===== src/rtl/mux_2_1.sv =====
// 2:1 data selector with a registered copy of the selected data and a
// saturating count of select-line transitions for bring-up visibility.

module mux_2_1_lane (
  input  logic sys_clk,
  input  logic sys_rst,
  input  logic d0_i,
  input  logic d1_i,
  input  logic sel_i,
  output logic y_o,
  output logic y_q_o
);

  logic y_q;

  // Combinational path stays live during reset; only the copy is cleared.
  assign y_o = sel_i ? d1_i : d0_i;

  always_ff @(posedge sys_clk) begin
    if (sys_rst) y_q <= 1'b0;
    else         y_q <= y_o;
  end

  assign y_q_o = y_q;

endmodule

module mux_2_1 #(
  parameter int WIDTH = 1,
  parameter int CNT_W = 16
) (
  input  logic             sys_clk,
  input  logic             sys_rst,
  input  logic [WIDTH-1:0] in_0,
  input  logic [WIDTH-1:0] in_1,
  input  logic             sel_0,
  output logic [WIDTH-1:0] out_0,
  output logic [WIDTH-1:0] out_0_q,
  output logic [CNT_W-1:0] sel_cnt
);

  for (genvar i = 0; i < WIDTH; i++) begin : g_lane
    mux_2_1_lane u_lane (
      .sys_clk (sys_clk),
      .sys_rst (sys_rst),
      .d0_i    (in_0[i]),
      .d1_i    (in_1[i]),
      .sel_i   (sel_0),
      .y_o     (out_0[i]),
      .y_q_o   (out_0_q[i])
    );
  end

  logic             sel_q;
  logic [CNT_W-1:0] cnt_q, cnt_d;

  // sel_q resets to 0, so a high select on the first cycle out of reset counts.
  always_comb begin
    cnt_d = cnt_q;
    if ((sel_0 != sel_q) && (cnt_q != {CNT_W{1'b1}}))
      cnt_d = cnt_q + 1'b1;
  end

  always_ff @(posedge sys_clk) begin
    if (sys_rst) begin
      sel_q <= 1'b0;
      cnt_q <= '0;
    end else begin
      sel_q <= sel_0;
      cnt_q <= cnt_d;
    end
  end

  assign sel_cnt = cnt_q;

endmodule


===== config.mk =====
export PLATFORM = sky130hd
export DESIGN_NAME = mux_2_1
export DESIGN_NICKNAME = d
export VERILOG_FILES = /design/src/rtl/mux_2_1.sv
export SDC_FILE = /design/constraint.sdc
export NUM_CORES = 1
export LEC_CHECK = 0
export BUFFER_PORTS_ARGS = -buffer_cell sky130_fd_sc_hd__buf_2
export CAP_MARGIN = 30
export CORE_MARGIN = 2
export CORE_UTILIZATION = 50
export DETAILED_ROUTE_END_ITERATION = 6
export GPL_ROUTABILITY_DRIVEN = 0
export GPL_TIMING_DRIVEN = 0
export PLACE_DENSITY = 0.75
export SYNTH_ARGS = -nofsm -noshare
export SYNTH_HDL_FRONTEND = slang
export SYNTH_SLANG_ARGS = --single-unit

===== constraint.sdc =====
create_clock -name sys_clk -period 2.6 [get_ports sys_clk]
set_input_delay 0.13 -clock sys_clk [delete_from_list [all_inputs] [get_ports sys_clk]]
set_output_delay 0.13 -clock sys_clk [all_outputs]
set_load 0.05 [all_outputs]

==> flow_summary.toml <==
[route]
wl_um = 1888
vias_per_cell = 5.831
vias = 828
remaining_drc_errors = 0
dr.pass1.iters = 4
drtIter0Drc = 15
wl_per_cell_um = 13.30
ant_nets = 0

[sta]
relSlewSlack_pct = 70.40
setup_viol = 0
rsz0062_at_grt = "no"
hold_viol = 0
max_freq_mhz = 472.9
slew_viol_final = 0
worst_pin_slew_ns = 0.4440
setup-tns-final_ns = 0
min_period_over_period_pct = 81.33
period_needed_ns = 2.115
skew_ns = 0.004525

[floorplanning]
die-area_um2 = 2105
io_pins = 23
initial_core_util_pct = 51.93
die_w_um = 45.88
core_um2 = 1689
die_y_um = 45.88
num_rows = 15

[clock_network]
cts_setup_buffers = 0
cts_hold_buf = 0
cts_resized = 0
h-tree-depth = 1
cts-root-buf = "clkbuf_4"
cts.sinks = 18
cts_tree = "built"
cts_buffers = 3
clk_pin_slew_ns = 0.10
clk_path_buf_depth = 2
clock_latency_ns = 0.29

[setup_path]
path_max_fanout = 10
startpoint = "sel_cnt[0]"
worstPathArrival_ns = 2.30
crit_type = "register to register"
cp_data_required_time_ns = 2.78
r2r_start = "sel_cnt[0]"
start_kind = "register"
reg2reg_depth = 6
cp-end-kind = "register"

[final_layout]
multi_input_area_um2 = 475.5
fin_cells = 142
regArea_um2 = 360.3
area_growth_pct = 17.55
nFillCells = 159
drive_gt1_share_pct = 24.00
layout_common_cells = "buf_2 (22), dfxtp_1 (18), a21oi_1 (9), nor2_1 (9), or3_1 (7)"
antenna_cells = 0
mostFrequentLayoutCell = "buf_2"
nets = 133

[placed_design]
portBuffers = 22
hpwl_um = 1363
placed_cells_incl_taps = 139

[worst_hold_path]
hold_path_class = "input pin to register"
hold_path_depth = 2
min-delay-start = "sel_0"

[power]
peakVddDrop_mv = 0.2857
cellLeakagePower_nw = 0.4260
p_per_area_nw_per_um2 = 490.7
totalPowerFinal_mw = 0.5059

[yosys]
synth_seq_cells = 18
yosysSeqAreaShare_pct = 41.08
synthesis.nets = 106
ys_types = 29
synthesis.instances = 100
yosys_warnings = 0
avgSynthCellArea_um2 = 8.771
synth_area_um2 = 877.1

[grt]
grt_max_degree = 11
grt-ovfl-total = 0
grt_pass1_vias = 733
antenna_found_initial = 0
grt_pass1_wl_um = 3111
grt_usage_pct = 20.34

[flow_run]
maxCapViolCount = 0

[outcome]
outcome = "finished clean"
[metrics by stage]
stage | worst slack, ns | util [%] | hold slack [ns] | area, um^2
2_1_floorplan | 0.3593 | - | 0.2582 | 877.1
3_3_place_gp | 0.5417 | 59.70 | 0.3910 | 1008
3_5_place_dp | 0.5337 | 59.70 | 0.4469 | 1008
4_1_cts | 0.4855 | 61.04 | 0.1313 | 1031
5_1_grt | 0.3320 | 61.04 | 0.1280 | 1031
6_report | 0.4854 | 61.04 | 0.1360 | 1031
[cells in the mapped netlist]
cell type	number	area, um^2
nand2_1	3	11.26
o21ai_0	6	30.03
nand3_1	4	20.02
or3_1	7	43.79
ha_1	1	12.51
mux2i_1	1	10.01
clkbuf_1	2	7.510
o2111ai_1	1	8.760
nand4_1	5	31.28
dfxtp_1	18	360.4
nor2b_1	3	18.77
nand4_2	1	12.51
mux2_2	1	11.26
nor4_1	2	12.51
or4_1	3	22.52
buf_4	1	7.510
o41ai_2	1	16.27
and3_1	3	18.77
xor2_1	3	26.28
a21oi_1	9	45.04
nor4b_1	1	8.760
mux2_1	3	33.78
nor2_1	9	33.78
o31ai_1	3	22.52
nor3_1	2	10.01
inv_1	4	15.01
and4_1	1	8.760
and2_1	1	6.260
buf_6	1	11.26
[cell type report]
| class | count | share of cell area [%] |
|---|---|---|
| buffer | 4 | 2.549 |
| clock buffer | 3 | 2.184 |
| inverter | 4 | 1.456 |
| multi-input combinational | 74 | 46.12 |
| sequential | 18 | 34.95 |
| tap | 17 | 2.063 |
| timing repair buffer | 22 | 10.68 |
[metal layers]
layer | track usage, % | wire [um]
met1 | 25.66 | 843
met2 | 32.78 | 942
met3 | 3.968 | 72
met4 | 9.714 | 30
met5 | 0 | 0
[sequential cells by signal, indices dropped and copies added (netlist names)]
name / count
sel_cnt: 16
g_lane.u_lane.y_q_o: 1
sel_q: 1
[critical path: stages (launching register included)]
cell	delay (ns)
dfxtp_1	0.44
ha_1	0.27
nand4_2	0.19
o41ai_2	0.47
buf_4	0.25
nor4_1	0.08
mux2_1	0.32
[worst paths after layout]
check	to	slack, ns
hold reg to reg	sel_cnt[11]	0.54
setup reg to reg	sel_cnt[13]	0.49
setup / recovery	sel_cnt[13]	0.49
hold / removal	sel_q	0.14
[cell families (layout without fill, tap and decap cells)]
family	Yosys count	count (layout)	synth area share (%)
flops	18	18	41.08
buf+inv	8	33	4.708
simple gates	45	45	29.53
fa+ha+maj	1	1	1.426
compound gates	20	20	13.98
mux	5	5	6.276
xor+xnor	3	3	2.996
[where the power goes]
group	internal (mW)	switching, mW
registers	0.282	0.00831
logic	0.0238	0.0530
clock network	0.0539	0.0844
total	0.360	0.146
No activity file was read; power rests on OpenSTA's default activity.
